===== src/rtl/ysyx_24110015_mem_arbiter.sv =====
// Shares one pmem port between the IFU (read-only) and the LSU (read/write).
// One transaction in flight; LSU has priority unless the IFU has waited MAX_WAIT cycles.
module ysyx_24110015_mem_arbiter #(
  parameter int MAX_WAIT = 4,
  parameter int CNT_W    = 3
) (
  input  logic        clk,
  input  logic        rst,
  input  logic        ifu_req_valid,
  output logic        ifu_req_ready,
  input  logic [31:0] ifu_addr,
  output logic        ifu_resp_valid,
  output logic [31:0] ifu_rdata,
  input  logic        lsu_req_valid,
  output logic        lsu_req_ready,
  input  logic [31:0] lsu_addr,
  input  logic        lsu_wen,
  input  logic [31:0] lsu_wdata,
  input  logic [7:0]  lsu_wmask,
  output logic        lsu_resp_valid,
  output logic [31:0] lsu_rdata,
  output logic        mem_req_valid,
  input  logic        mem_req_ready,
  output logic [31:0] mem_addr,
  output logic        mem_wen,
  output logic [31:0] mem_wdata,
  output logic [7:0]  mem_wmask,
  input  logic        mem_resp_valid,
  input  logic [31:0] mem_rdata
);

  typedef enum logic [1:0] {S_IDLE, S_REQ, S_WAIT, S_RESP} state_e;
  typedef enum logic [1:0] {OWN_NONE, OWN_IFU, OWN_LSU} owner_e;

  state_e             state_q, state_d;
  owner_e             owner_q, owner_d;
  logic [CNT_W-1:0]   wait_cnt_q, wait_cnt_d;
  logic [31:0]        addr_q, addr_d;
  logic               wen_q, wen_d;
  logic [31:0]        wdata_q, wdata_d;
  logic [7:0]         wmask_q, wmask_d;
  logic [31:0]        ifu_rdata_q, ifu_rdata_d;
  logic [31:0]        lsu_rdata_q, lsu_rdata_d;

  logic ifu_starved;
  logic ifu_win;
  logic lsu_win;

  // Grants are masked while reset is held so every output reads 0 during reset.
  always_comb begin
    ifu_starved = (wait_cnt_q >= CNT_W'(MAX_WAIT));
    ifu_win     = !rst && (state_q == S_IDLE) && ifu_req_valid &&
                  (!lsu_req_valid || ifu_starved);
    lsu_win     = !rst && (state_q == S_IDLE) && lsu_req_valid && !ifu_win;
  end

  // State register
  always_ff @(posedge clk or posedge rst) begin
    if (rst) begin
      state_q <= S_IDLE;
    end else begin
      state_q <= state_d;
    end
  end

  // Next-state logic
  always_comb begin
    state_d = state_q;
    case (state_q)
      S_IDLE: if (ifu_win || lsu_win) state_d = S_REQ;
      S_REQ:  if (mem_req_ready)      state_d = S_WAIT;
      S_WAIT: if (mem_resp_valid)     state_d = S_RESP;
      S_RESP:                         state_d = S_IDLE;
      default:                        state_d = S_IDLE;
    endcase
  end

  // Output logic
  always_comb begin
    ifu_req_ready  = ifu_win;
    lsu_req_ready  = lsu_win;
    mem_req_valid  = (state_q == S_REQ);
    ifu_resp_valid = (state_q == S_RESP) && (owner_q == OWN_IFU);
    lsu_resp_valid = (state_q == S_RESP) && (owner_q == OWN_LSU);
    mem_addr       = addr_q;
    mem_wen        = wen_q;
    mem_wdata      = wdata_q;
    mem_wmask      = wmask_q;
    ifu_rdata      = ifu_rdata_q;
    lsu_rdata      = lsu_rdata_q;
  end

  // Request latch, owner tracking and per-requester read data
  always_comb begin
    owner_d     = owner_q;
    addr_d      = addr_q;
    wen_d       = wen_q;
    wdata_d     = wdata_q;
    wmask_d     = wmask_q;
    ifu_rdata_d = ifu_rdata_q;
    lsu_rdata_d = lsu_rdata_q;

    if (ifu_win) begin
      owner_d = OWN_IFU;
      addr_d  = ifu_addr;
      wen_d   = 1'b0;
      wdata_d = 32'h0;
      wmask_d = 8'h0;
    end else if (lsu_win) begin
      owner_d = OWN_LSU;
      addr_d  = lsu_addr;
      wen_d   = lsu_wen;
      wdata_d = lsu_wdata;
      wmask_d = lsu_wmask;
    end

    // Read data lives in a per-owner register so each side holds its last word.
    if ((state_q == S_WAIT) && mem_resp_valid) begin
      if (owner_q == OWN_IFU) begin
        ifu_rdata_d = mem_rdata;
      end else if (owner_q == OWN_LSU) begin
        lsu_rdata_d = wen_q ? 32'h0 : mem_rdata;
      end
    end

    if (state_q == S_RESP) begin
      owner_d = OWN_NONE;
    end
  end

  // Counts refused IFU cycles in every state, not only IDLE.
  always_comb begin
    wait_cnt_d = wait_cnt_q;
    if (!ifu_req_valid || ifu_win) begin
      wait_cnt_d = '0;
    end else if (!ifu_starved) begin
      wait_cnt_d = wait_cnt_q + CNT_W'(1);
    end
  end

  always_ff @(posedge clk or posedge rst) begin
    if (rst) begin
      owner_q     <= OWN_NONE;
      wait_cnt_q  <= '0;
      addr_q      <= 32'h0;
      wen_q       <= 1'b0;
      wdata_q     <= 32'h0;
      wmask_q     <= 8'h0;
      ifu_rdata_q <= 32'h0;
      lsu_rdata_q <= 32'h0;
    end else begin
      owner_q     <= owner_d;
      wait_cnt_q  <= wait_cnt_d;
      addr_q      <= addr_d;
      wen_q       <= wen_d;
      wdata_q     <= wdata_d;
      wmask_q     <= wmask_d;
      ifu_rdata_q <= ifu_rdata_d;
      lsu_rdata_q <= lsu_rdata_d;
    end
  end

endmodule


===== config.mk =====
export PLATFORM = sky130hd
export DESIGN_NAME = ysyx_24110015_mem_arbiter
export DESIGN_NICKNAME = d
export VERILOG_FILES = /design/src/rtl/ysyx_24110015_mem_arbiter.sv
export SDC_FILE = /design/constraint.sdc
export NUM_CORES = 1
export LEC_CHECK = 0
export BUFFER_PORTS_ARGS = -buffer_cell sky130_fd_sc_hd__buf_4
export CORE_AREA = 8 8 105 145
export DETAILED_ROUTE_END_ITERATION = 10
export DIE_AREA = 0 0 113 153
export PLACE_DENSITY = 0.82
export SLEW_MARGIN = 40
export SYNTH_ARGS = -nofsm -noshare
export SYNTH_HDL_FRONTEND = slang
export SYNTH_SLANG_ARGS = --single-unit

===== constraint.sdc =====
create_clock -name clk -period 6 [get_ports clk]
set_input_delay 0.6 -clock clk [delete_from_list [all_inputs] [get_ports clk]]
set_output_delay 0.6 -clock clk [all_outputs]
set_load 0.01 [all_outputs]

Yosys cells after proc, flatten, opt, wreduce, memory -nomap -nowiden
Cells that the tools add are included.
{"block": "word_totals", "reg_bits": 144}
{"block": "op_classes", "add_sub_neg": 1, "magnitude_cmp": 1, "n_eq_ne": 9, "n_mux": 18, "bitwise_logic": 1, "reduce_logical": 21}
{"operator": "2-to-1 mux 32 bit", "count": 5}
{"operator": "2-to-1 mux 8 bit", "count": 2}
{"operator": "2-to-1 mux 2 bit", "count": 6}
{"operator": "logical AND 1 bit", "count": 8}
{"operator": "one-hot mux 2 bit (4 select lines)", "count": 1}
{"operator": "== test 2 bit, second input constant", "count": 3}
{"operator": "2-to-1 mux 3 bit", "count": 2}
{"operator": "inequality test 2 x 1 -> 1 bit, second input constant", "count": 3}
{"operator": "AND reduction 3 bit", "count": 2}
{"operator": "== test 2 x 1 -> 1 bit, second input constant", "count": 2}
{"operator": "zero test 1 bit", "count": 4}
{"operator": "adder 3 x 1 -> 3 bit, second input constant", "count": 1}
{"operator": "greater-or-equal comparator 3 bit, second input constant", "count": 1}
{"operator": "logical OR 1 bit", "count": 3}
{"operator": "nonzero test 3 bit", "count": 1}
{"operator": "zero test 2 bit", "count": 1}
{"operator": "2-to-1 mux 1 bit", "count": 2}
{"operator": "inequality test 2 bit, second input constant", "count": 1}
{"operator": "AND reduction 2 bit", "count": 1}
{"operator": "nonzero test 2 bit", "count": 1}
{"operator": "NOT 1 bit", "count": 1}

Longest topological paths before layout
Gate-level depths: netlist of run 1.
{"block": "logic_depth", "depth_word": 9, "ltp_mapped": 8, "mapped_depth_nobuf": 6}

Least setup slack after synthesis of run 1
No wires, ideal clock.
{"block": "synth_path", "kind": "register -> output", "from": "register state_q[0]", "to": "output ifu_req_ready", "arrival_time_ps": 1304, "path_slack_ps": 4096, "path_stages_with_launch": 7, "path_cell_list": "dfrtp_1 -> inv_1 -> ha_1 -> and2b_1 -> and3_4 -> buf_6 -> buf_4"}
{"block": "synth_via", "elab_chain_len": 4}
{"element": "from (decl)", "line_no": "35", "rtl": "state_e state_q, state_d;"}
{"element": "from (signal assigned)", "line_no": "62", "rtl": "state_q <= state_d;"}
{"element": "zero test 2 bit", "line_no": "52", "rtl": "ifu_win = !rst && (state_q == S_IDLE) && ifu_req_valid &&"}
{"element": "logical AND 1 bit (3 in series)", "line_no": "52"}
{"element": "to (decl)", "line_no": "10", "rtl": "output logic ifu_req_ready,"}
No other way between the ends.

Final worst setup path of run 1
{"block": "layout_path", "from": "register state_q[0]", "to": "output lsu_req_ready"}
{"block": "layout_via", "elab_chain_len": 6, "word_cells_on_any_way": 7}
{"element": "zero test 2 bit *", "line_no": "52, 54"}
{"element": "logical AND 1 bit *", "line_no": "52, 54"}
{"element": "logical AND 1 bit (2 in series)", "line_no": "52"}
{"element": "zero test 1 bit", "line_no": "54", "rtl": "lsu_win = !rst && (state_q == S_IDLE) && lsu_req_valid && !ifu_win;"}
{"element": "logical AND 1 bit *", "line_no": "54"}
{"element": "to (decl)", "line_no": "15", "rtl": "output logic lsu_req_ready,"}
Every way passes the cells marked *; elsewhere a longest branch is shown, timed or not.

==> results of run 1 <==
[power groups by stage]
stage	Clock [uW]	Combinational, uW	Sequential, uW
6_report	1030	1650	1680
5_1_grt	1100	1800	1730
4_1_cts	1050	1680	1680
3_5_place_dp	0	1680	1690
3_3_place_gp	0	1600	1670
2_1_floorplan	0	592	1810
[synthesized netlist by cell type (all sizes together)]
library cell  count
o21ai            65
mux2             33
and2b             1
clkbuf           16
o32a              1
nand2            64
mux2i            33
and3              1
dfrtp           144
xor2              1
buf              16
nor2b             1
ha                6
nand4b            2
a221oi            1
nand3b            1
nor2              6
inv               6
nand2b           34
a22o             41
a21oi             3
and3b             2
[final timing paths]
path	endpoint	slack, ps	start	depth (start not counted)
min in group clk	mem_addr[5]$_DFFE_PP0P_	400	ifu_addr[5]	3
max	lsu_req_ready	3010	state_q[0]$_DFFE_PP0P_	7
max in group asynchronous	mem_wen$_DFFE_PP0P_	4540	rst	3
max reg2reg	mem_wmask[3]$_DFFE_PP0P_	3940	state_q[0]$_DFFE_PP0P_	7
min	mem_addr[27]$_DFFE_PP0P_	310	rst	2
min reg2reg	lsu_rdata[21]$_DFFE_PP0P_	490	lsu_rdata[21]$_DFFE_PP0P_	2
[flip-flops by register name, indices dropped and copies added (netlist names)]
signal and flops:
ifu_rdata 32, lsu_rdata 32, mem_addr 32, mem_wdata 32, mem_wmask 8, wait_cnt_q 3
owner_q 2, state_q 2, mem_wen 1
[kinds of logic after synthesis]
logic type	after synthesis
flops	144
xor+xnor	1
mux	66
compound gates	111
buf+inv	38
simple gates	112
fa+ha+maj	6
[routing by layer]
metal	routed length (um)	share of wire, %
met1	6660	38
met2	9140	52
met3	1290	7.3
met4	613	3.5
met5	0	0
[cell type report]
type / instances / area, um^2
Fill cell: 1014 / 4460
Sequential cell: 144 / 3600
Timing Repair Buffer: 290 / 2180
Multi-Input combinational cell: 296 / 2080
Clock buffer: 18 / 439
Tap cell: 156 / 195
Clock inverter: 14 / 144
Inverter: 6 / 30.0
[critical path, cell delays in order, from the launching register on]
cell and delay [ps]:
dfrtp_1 410, inv_1 100, ha_1 250, nand3b_1 100
buf_4 320, a21oi_4 170, buf_4 400, buf_4 210
[through the flow]
stage	instances	instance area [um^2]	setup slack, ps	power [uW]
after floorplan	478	5860	1530	2410
after global placement	891	8070	3420	3280
after detailed placement	892	8090	3390	3370
after CTS	924	8670	2990	4420
after global routing	924	8670	2870	4630
final	924	8670	3010	4370
==> summary.log, run 1 <==
INFO  placement      port-buffer-count=284
INFO  die            floorplan.core_area=0.0131mm^2
INFO  detailed_routing drt-pass1-iter-count=4
INFO  die            die-width=113um
INFO  sta            totalNegativeSetupSlack=0ps
INFO  pwr            powerDensity=504mW/mm^2
INFO  global_route   grt_pass1_vias=5,348
INFO  sta            fin_skew=8.96ps
INFO  global_route   grt_use_met3=6.62%
INFO  global_route   grt-ovfl-total=0
INFO  yosys          synth_simple_gate_area_share=9.26%
INFO  global_route   use_met2=35.2%
INFO  yosys          postSynthNetCount=627
INFO  critical_path  critical_path_peak_fanout=43
INFO  cts            clock_tree.root_cell=clkbuf_16
INFO  detailed_routing drt_iter0_drc=206
INFO  yosys          post_synth_xor_area_fraction=0.149%
INFO  critical_path  crit_arrival=2390ps
INFO  critical_path  setup.worst_path.end_class=output port
INFO  cts            cts_inserted_buffers=17
INFO  cts            cts.sinks=144
INFO  pwr            power_leakage=0.00458uW
INFO  cells_and_area most_common_cell_after_layout_fill_and_taps_aside=buf_4
INFO  critical_path  critical_path_class=flip-flop to output port
INFO  global_route   grt_max_degree=94
INFO  hold_path      worstHoldPathType=primary input to asynchronous set/reset pin
INFO  pwr            p_sw=1470uW
INFO  critical_path  worstPathRequired=5400ps
INFO  detailed_routing route.vias.total=4,823
INFO  die            die_height=153um
INFO  placement      detailedPlacementHpwl=13.4mm
INFO  pwr            clkPwrFrac=23.6%
INFO  sta            rsz_0062_raised_after_global_routing=no
INFO  cells_and_area nets_final=904
INFO  sta            final_period_minus_worst_setup_slack=2990ps
INFO  yosys          unique_cell_type_count_in_the_yosys_netlist=29
INFO  cts            tritoncts=yes
INFO  pwr            ir_drop=227uV
INFO  pwr            seq_power_share=38.6%
INFO  pwr            power.share.switching=33.7%
INFO  global_route   initial_antenna_violation_count=0
INFO  detailed_routing total_wire_length_after_detailed_routing=17.7mm
INFO  die            ios=285
INFO  cts            cts-hold-fix-buffers=0
INFO  yosys          synth.ff_latch_count=144
INFO  placement      routabilityCongestion=0.799
INFO  sta            max_slew.worst_pin.slew=646ps
INFO  yosys          syn-mean-instance-area=12.3um^2
INFO  yosys          dominant_combinational_cell_family_by_area_after_synthesis=compound AO/OA/AOI/OAI gates
INFO  yosys          mux_cell_area_share_after_synthesis=12.0%
INFO  sta            final.period_utilization=49.8%
INFO  die            starting_density_of_the_core=44.6%
INFO  yosys          netlist_instances=478
INFO  cts            htreeDepth=4
INFO  global_route   gr-max-usage-layer=met2
INFO  global_route   grtUsageMet1=22.3%
INFO  cts            cts_post_setup_buffers_inserted=0
INFO  detailed_routing viasPerCell=5.22
INFO  die            placementRows=50
INFO  sta            relSlewSlack=56.9%
INFO  detailed_routing drc=0
INFO  sta            finalSetupViolCount=0
INFO  global_route   grt.total_usage=20.5%
INFO  cells_and_area layout_utilization=66.0%
INFO  cts            cts-root-to-sink-buffers=2
INFO  global_route   wire_length_of_the_first_global_routing_pass=28.2mm
INFO  pwr            design_internal_power=2900uW
INFO  die            dieArea=0.0173mm^2
INFO  cells_and_area num_antenna_cells=0
INFO  yosys          netlist_top_cells_area=dfrtp_1 (61%), a22o_1 (6.1%), mux2i_1 (5.6%)
INFO  pwr            share_comb_of_total_power=37.9%
INFO  cts            cts.clk_slew.worst_paths=60ps
INFO  sta            worst_hold_slack=313ps
INFO  sta            clock.fmax=335MHz
INFO  cells_and_area flow.area_growth_from_synthesis=48.0%
INFO  sta            timing.final.max_slew_violations=0
INFO  yosys          share_of_the_synthesized_area_in_compound_gates_ao_oa_aoi_oai=12.6%
INFO  yosys          synthDominantAreaCellType=dfrtp_1
INFO  outcome        outcome=finished clean
INFO  yosys          seq_area_frac_synth=61.5%
INFO  sta            finalHoldViolations=0
INFO  yosys          synthAdderAreaFrac=1.28%
INFO  yosys          mappedNetlistArea=0.00586mm^2
INFO  yosys          synth_top_area_share=61.5%
INFO  cells_and_area drive_gt1_share=45.6%
INFO  detailed_routing route.antenna.remaining_nets=0
INFO  yosys          yosys_warnings=0
INFO  cts            clk_lat_worst_skew=410ps
INFO  cts            gates_resized_cts_repair=0
INFO  run            cap_viol_max_count=0
INFO  cells_and_area commonest_cells_after_routing_fill_and_taps_aside=buf_4 (289), dfrtp_1 (143), nand2_1 (64)
INFO  critical_path  startpoint_type=flip-flop
INFO  detailed_routing wl_per_cell=19.2um
Note: power is estimated with default switching activity, not from simulation.
==> inputs of run 2 (changes only) <==
--- a/config.mk
+++ b/config.mk
@@ -6,10 +6,10 @@
 export NUM_CORES = 1
 export LEC_CHECK = 0
 export BUFFER_PORTS_ARGS = -buffer_cell sky130_fd_sc_hd__buf_4
-export CORE_AREA = 8 8 105 145
+export CORE_AREA = 8 8 109 151
 export DETAILED_ROUTE_END_ITERATION = 10
-export DIE_AREA = 0 0 113 153
-export PLACE_DENSITY = 0.82
+export DIE_AREA = 0 0 117 159
+export PLACE_DENSITY = 0.79
 export SLEW_MARGIN = 40
 export SYNTH_ARGS = -nofsm -noshare
 export SYNTH_HDL_FRONTEND = slang
==> constraint.sdc (replaced) <==
create_clock -name clk -period 2.6 [get_ports clk]
set_input_delay 0.26 -clock clk [delete_from_list [all_inputs] [get_ports clk]]
set_output_delay 0.26 -clock clk [all_outputs]
set_load 0.01 [all_outputs]
==> summary.log, run 2 (same netlist as run 1, synthesis figures left out) <==
INFO  detailed_routing route.met2.wl=9.38mm
INFO  critical_path  crit_path_cell_trace=inv_1 > ha_1 > and2b_1 > and3_4 > buf_4
INFO  detailed_routing drc=0
INFO  cts            htreeDepth=4
INFO  sta            final_period_minus_worst_setup_slack=2290ps
INFO  pwr            ir_drop=493uV
INFO  critical_path  crit_arrival=2030ps
INFO  detailed_routing route.vias.total=4,757
INFO  die            ios=285
INFO  die            placementRows=52
INFO  critical_path  reg2reg_depth=6
INFO  placement      routabilityCongestion=0.851
INFO  sta            finalHoldViolations=0
INFO  cells_and_area num_antenna_cells=0
INFO  cells_and_area fillCellCount=1,148
INFO  run            cap_viol_max_count=0
INFO  detailed_routing total_met3_wirelength_after_detailed_routing=1.68mm
INFO  cells_and_area nets_final=908
INFO  detailed_routing met1_length=6.31mm
INFO  sta            clock.fmax=436MHz
INFO  cts            tritoncts=yes
INFO  placement      detailedPlacementHpwl=13.7mm
INFO  global_route   grt-ovfl-total=0
INFO  sta            finalSetupViolCount=0
INFO  cts            cts.clk_slew.worst_paths=60ps
INFO  hold_path      worstHoldPathType=primary input to flip-flop
INFO  cts            cts-root-to-sink-buffers=2
INFO  global_route   grt_pass1_vias=5,295
INFO  placement      post-place-cells=928
INFO  cells_and_area commonest_cells_after_routing_fill_and_taps_aside=buf_4 (291), dfrtp_1 (143), nand2_1 (64)
INFO  global_route   wire_length_of_the_first_global_routing_pass=27.9mm
INFO  die            starting_density_of_the_core=41.3%
INFO  die            dieArea=0.0186mm^2
INFO  critical_path  delay_of_the_slowest_cell_on_the_worst_path=460ps
INFO  cts            clock_tree.root_cell=clkbuf_16
INFO  critical_path  timing.critical_path.to=ifu_req_ready
INFO  detailed_routing drt_iter0_drc=239
INFO  sta            fin_skew=9.94ps
INFO  detailed_routing total_wire_length_after_detailed_routing=17.9mm
INFO  outcome        outcome=finished clean
INFO  pwr            powerDensity=1140mW/mm^2
INFO  critical_path  reg2reg_setup_slack=600ps
INFO  critical_path  setup.worst_path.end_class=output port
INFO  detailed_routing drt-pass1-iter-count=4
INFO  critical_path  r2r-start=state_q[0]$_DFFE_PP0P_
INFO  detailed_routing route.antenna.remaining_nets=0
INFO  critical_path  critical_path_class=flip-flop to output port
INFO  cts            cts_inserted_buffers=17
INFO  die            die_height=159um
INFO  global_route   grt.total_usage=19.4%
INFO  critical_path  critical_path_peak_fanout=44
INFO  cells_and_area flow.area_growth_from_synthesis=48.9%
INFO  sta            relSlewSlack=62.9%
INFO  pwr            power_leakage=0.00457uW
INFO  cts            cts.sinks=144
INFO  sta            totalNegativeSetupSlack=0ps
INFO  placement      port-buffer-count=284
INFO  critical_path  setup.worst_path.start=state_q[0]$_DFFE_PP0P_
INFO  sta            timing.final.max_slew_violations=0
INFO  detailed_routing maxUsedRoutingLayer=met4
INFO  critical_path  startpoint_type=flip-flop
INFO  critical_path  critPathBufInv=2
INFO  critical_path  crit-reg2reg-capture=mem_addr[13]$_DFFE_PP0P_
INFO  die            floorplan.core_area=0.0142mm^2
INFO  cells_and_area most_common_cell_after_layout_fill_and_taps_aside=buf_4
INFO  detailed_routing viasPerCell=4.95
INFO  sta            final.period_utilization=88.2%
INFO  global_route   initial_antenna_violation_count=0
INFO  critical_path  timing.critical_path.depth=5
INFO  detailed_routing wl_per_cell=18.6um
INFO  cts            clk_lat_worst_skew=410ps
INFO  global_route   grt_max_degree=80
INFO  critical_path  worst_path_max_delay_cell=and3_4
INFO  cells_and_area finalNonFillerCells=961
INFO  cts            cts_post_setup_buffers_inserted=0
INFO  sta            rsz_0062_raised_after_global_routing=no
INFO  cts            gates_resized_cts_repair=0
INFO  critical_path  worst_path_dominant_cell_family=simple AND/OR/NAND/NOR gates
INFO  die            die-width=117um
INFO  critical_path  worstPathRequired=2340ps
INFO  cells_and_area drive_gt1_share=45.6%
INFO  sta            max_slew.worst_pin.slew=555ps
-- run 2: how the worst min path moves through the flow --
stage,end,start,depth (start not counted)
floorplan,mem_addr[0]$_DFFE_PP0P_,ifu_addr[0],2
global placement,wait_cnt_q[0]$_DFFE_PP0P_,rst,2
detailed placement,wait_cnt_q[1]$_DFFE_PP0P_,rst,2
CTS,mem_addr[29]$_DFFE_PP0P_,ifu_addr[29],3
global route,mem_addr[12]$_DFFE_PP0P_,ifu_addr[12],3
finish,mem_addr[6]$_DFFE_PP0P_,ifu_addr[6],3
-- run 2: final cells by class --
| class | instances | area, um^2 | share of cell area (%) |
|---|---|---|---|
| Timing Repair Buffer | 294 | 2230 | 25.6 |
| Multi-Input combinational cell | 296 | 2080 | 23.8 |
| Clock buffer | 18 | 429 | 4.92 |
| Tap cell | 189 | 236 | 2.71 |
| Sequential cell | 144 | 3600 | 41.3 |
| Clock inverter | 14 | 119 | 1.36 |
| Inverter | 6 | 26.3 | 0.301 |
-- run 2: worst register-to-register path, stage by stage, from the launching register on --
cell and delay [ps]:
dfrtp_1 410, inv_1 100, ha_1 230, and2b_1 210
and3_4 460, buf_4 330, o21ai_0 130
-- run 2: power by group --
| part | switching [uW] | internal (uW) | leakage, uW | total (uW) |
|---|---|---|---|---|
| sequential | 660 | 3220 | 0.00184 | 3880 |
| combinational | 1720 | 2090 | 0.00248 | 3810 |
| clock | 1000 | 1250 | 0.000259 | 2250 |
-- run 2: timing repair --
item,CTS,global route
hold buffers,1,0
setup endpoints to repair,0,0
endpoints found under the hold margin,3,0
-- run 2: layer usage --
| metal | track usage [%] | vias up |
|---|---|---|
| li1 | - | 2222 |
| met1 | 20.2 | 2307 |
| met4 | 8.24 | 0 |
| met5 | 0 | - |
| met3 | 6.57 | 27 |
| met2 | 34.0 | 201 |
-- run 2: metrics by stage --
| stage | utilization (%) | setup slack (ps) | cell area, um^2 | total power (uW) | hold WS, ps |
|---|---|---|---|---|---|
| 5_1_grt | 61.5 | 129 | 8730 | 10600 | 46.5 |
| 6_report | 61.5 | 306 | 8730 | 9940 | 61.1 |
| 3_5_place_dp | 57.6 | 600 | 8170 | 7790 | 187 |
| 4_1_cts | 61.5 | 280 | 8730 | 10100 | 44.3 |
| 3_3_place_gp | 57.6 | 702 | 8170 | 7600 | 184 |
| 2_1_floorplan | - | 535 | 5870 | 5550 | 377 |
==> inputs of run 3 (changes only) <==
--- a/config.mk
+++ b/config.mk
@@ -6,10 +6,12 @@
 export NUM_CORES = 1
 export LEC_CHECK = 0
 export BUFFER_PORTS_ARGS = -buffer_cell sky130_fd_sc_hd__buf_4
-export CORE_AREA = 8 8 109 151
+export CELL_PAD_IN_SITES_DETAIL_PLACEMENT = 0
+export CELL_PAD_IN_SITES_GLOBAL_PLACEMENT = 1
+export CORE_AREA = 2 2 120 168
 export DETAILED_ROUTE_END_ITERATION = 10
-export DIE_AREA = 0 0 117 159
-export PLACE_DENSITY = 0.79
+export DIE_AREA = 0 0 122 170
+export PLACE_DENSITY = 0.77
 export SLEW_MARGIN = 40
 export SYNTH_ARGS = -nofsm -noshare
 export SYNTH_HDL_FRONTEND = slang
==> summary.log, run 3 (same netlist as run 1, synthesis figures left out) <==
INFO  cells_and_area multi_input_area=0.00208mm^2
INFO  global_route   grt-ovfl-total=0
INFO  critical_path  crit_path_cell_trace=inv_1 > ha_1 > nand3b_1 > a21oi_4 > buf_4
INFO  cts            clock_tree.root_cell=clkbuf_16
INFO  critical_path  critical_path_class=flip-flop to output port
INFO  critical_path  worst_path_dominant_cell_family=compound AO/OA/AOI/OAI gates
INFO  cells_and_area nets_final=911
INFO  detailed_routing total_wire_length_after_detailed_routing=16.2mm
INFO  critical_path  setup.worst_path.end_class=output port
INFO  hold_path      worstHoldPathType=primary input to flip-flop
INFO  cts            cts.clk_slew.worst_paths=70ps
INFO  critical_path  reg2reg_depth=6
INFO  sta            finalHoldViolations=0
INFO  global_route   grt_max_degree=82
INFO  pwr            share_comb_of_total_power=36.5%
INFO  cells_and_area finalNonFillerCells=1,022
INFO  placement      post-place-cells=990
INFO  die            die_height=170um
INFO  critical_path  r2r-start=state_q[0]$_DFFE_PP0P_
INFO  critical_path  critical_path_peak_fanout=15
INFO  placement      port-buffer-count=284
INFO  cts            cts_post_setup_buffers_inserted=0
INFO  global_route   initial_antenna_violation_count=0
INFO  pwr            p_sw=3220uW
INFO  global_route   wire_length_of_the_first_global_routing_pass=25.2mm
INFO  detailed_routing wl_per_cell=15.8um
INFO  cells_and_area num_antenna_cells=0
INFO  critical_path  setup.worst_path.start=state_q[0]$_DFFE_PP0P_
INFO  pwr            powerDensity=1160mW/mm^2
INFO  die            ios=285
INFO  sta            clock.fmax=432MHz
INFO  die            starting_density_of_the_core=30.6%
INFO  detailed_routing route.vias.total=4,607
INFO  cells_and_area seqCellArea=0.00360mm^2
INFO  cts            tritoncts=yes
INFO  detailed_routing drt-pass1-iter-count=4
INFO  sta            timing.final.max_slew_violations=0
INFO  cells_and_area drive_gt1_share=45.5%
INFO  sta            final_critical_path_setup_slack=284ps
INFO  critical_path  delay_of_the_slowest_cell_on_the_worst_path=490ps
INFO  cells_and_area fin_area=0.00895mm^2
INFO  die            placementRows=60
INFO  sta            rsz_0062_raised_after_global_routing=no
INFO  cts            cts_inserted_buffers=17
INFO  die            die-width=122um
INFO  detailed_routing drt_iter0_drc=135
INFO  placement      routabilityCongestion=0.715
INFO  cells_and_area fillCellCount=1,857
INFO  pwr            clkPwrFrac=27.0%
INFO  cts            cts.sinks=144
INFO  placement      place_ws=643ps
INFO  detailed_routing viasPerCell=4.51
INFO  sta            fin_skew=9.86ps
INFO  sta            relSlewSlack=60.4%
INFO  die            floorplan.core_area=0.0191mm^2
INFO  global_route   grt_pass1_vias=4,716
INFO  cts            gates_resized_cts_repair=0
INFO  run            cap_viol_max_count=0
INFO  placement      postPlaceCellArea=0.00828mm^2
INFO  global_route   grt.total_usage=15.6%
INFO  cts            cts-hold-fix-buffers=1
INFO  detailed_routing drc=0
INFO  pwr            power.share.switching=31.1%
INFO  hold_path      holdCritStartpoint=ifu_addr[11]
INFO  critical_path  worst_path_max_delay_cell=a21oi_4
INFO  outcome        outcome=finished clean
INFO  sta            totalNegativeSetupSlack=0ps
INFO  placement      detailedPlacementHpwl=11.5mm
INFO  critical_path  reg2reg_setup_slack=660ps
INFO  critical_path  critPathBufInv=2
INFO  critical_path  startpoint_type=flip-flop
INFO  hold_path      hold-path-endpoint=mem_addr[11]$_DFFE_PP0P_
INFO  hold_path      holdPathStages=3
INFO  cts            cts-root-to-sink-buffers=2
INFO  critical_path  crit_arrival=2060ps
INFO  sta            finalSetupViolCount=0
INFO  cells_and_area commonest_cells_after_routing_fill_and_taps_aside=buf_4 (293), dfrtp_1 (144), nand2_1 (64)
INFO  cells_and_area layout_utilization=46.7%
INFO  critical_path  worstPathRequired=2340ps
INFO  critical_path  crit-reg2reg-capture=mem_addr[0]$_DFFE_PP0P_
INFO  pwr            ir_drop=486uV
INFO  cells_and_area most_common_cell_after_layout_fill_and_taps_aside=buf_4
INFO  cts            clk_lat_worst_skew=410ps
INFO  pwr            seq_power_share=36.5%
INFO  sta            final_period_minus_worst_setup_slack=2320ps
INFO  detailed_routing route.antenna.remaining_nets=0
INFO  cts            htreeDepth=4
INFO  pwr            design_internal_power=7130uW
INFO  die            dieArea=0.0207mm^2
INFO  sta            final.period_utilization=89.1%
INFO  cells_and_area flow.area_growth_from_synthesis=52.7%
INFO  sta            max_slew.worst_pin.slew=594ps
INFO  pwr            power_leakage=0.00465uW
## run 3: cell types whose count changed in the layout (fill, tap and decap cells not counted), moves of 2 or more
cell,previous run,this run
buf_4,291,293
inv_8,2,0
inv_6,6,3
clkinvlp_4,5,3
bufinv_16,0,6
## run 3: worst reg2reg max path: stages, from the launching register on
cell	delay, ps
dfrtp_1	390
inv_1	80
ha_1	270
nand3b_1	170
buf_4	520
mux2i_1	260
o21ai_0	100
## run 3: cell type report
cell class                 instances  share of cell area [%]
inverter                           6                   0.294
tap                              248                    3.47
sequential                       144                    40.3
clock buffer                      19                    4.84
clock inverter                    12                    2.57
multi-input combinational        296                    23.2
timing repair buffer             297                    25.4
## run 3: metal layers
layer | GRT usage [%] | vias to the layer above | wire length (um) | part of all wire, %
met1 | 19.1 | 2186 | 6590 | 41
li1 | - | 2228 | - | -
met3 | 4.73 | 16 | 1200 | 7.4
met4 | 4.55 | 0 | 242 | 1.5
met2 | 26.2 | 177 | 8120 | 50
met5 | 0 | - | 0 | 0
## run 3: worst max path at each step
stage | to | slack (ps) | depth (start not counted)
2_1_floorplan | ifu_rdata[0]$_DFFE_PP0P_ | 530 | 1
3_3_place_gp | mem_addr[7]$_DFFE_PP0P_ | 750 | 6
3_5_place_dp | mem_addr[29]$_DFFE_PP0P_ | 640 | 6
4_1_cts | lsu_req_ready | 220 | 5
5_1_grt | lsu_req_ready | 120 | 5
6_report | lsu_req_ready | 280 | 5
## run 3: power by group through the flow
stage | logic (uW) | registers (uW) | clock network, uW
floorplan | 1370 | 4190 | 0
global placement | 3790 | 3800 | 0
detailed placement | 3870 | 3810 | 0
CTS | 3850 | 3790 | 2880
global route | 4130 | 3910 | 2990
finish | 3780 | 3780 | 2800
## run 3: per-stage QoR
stage | power, uW | hold WS, ps
floorplan | 5550 | 377
global placement | 7590 | 444
detailed placement | 7670 | 445
CTS | 10500 | 29.9
global route | 11000 | 30.7
finish | 10400 | 49.9
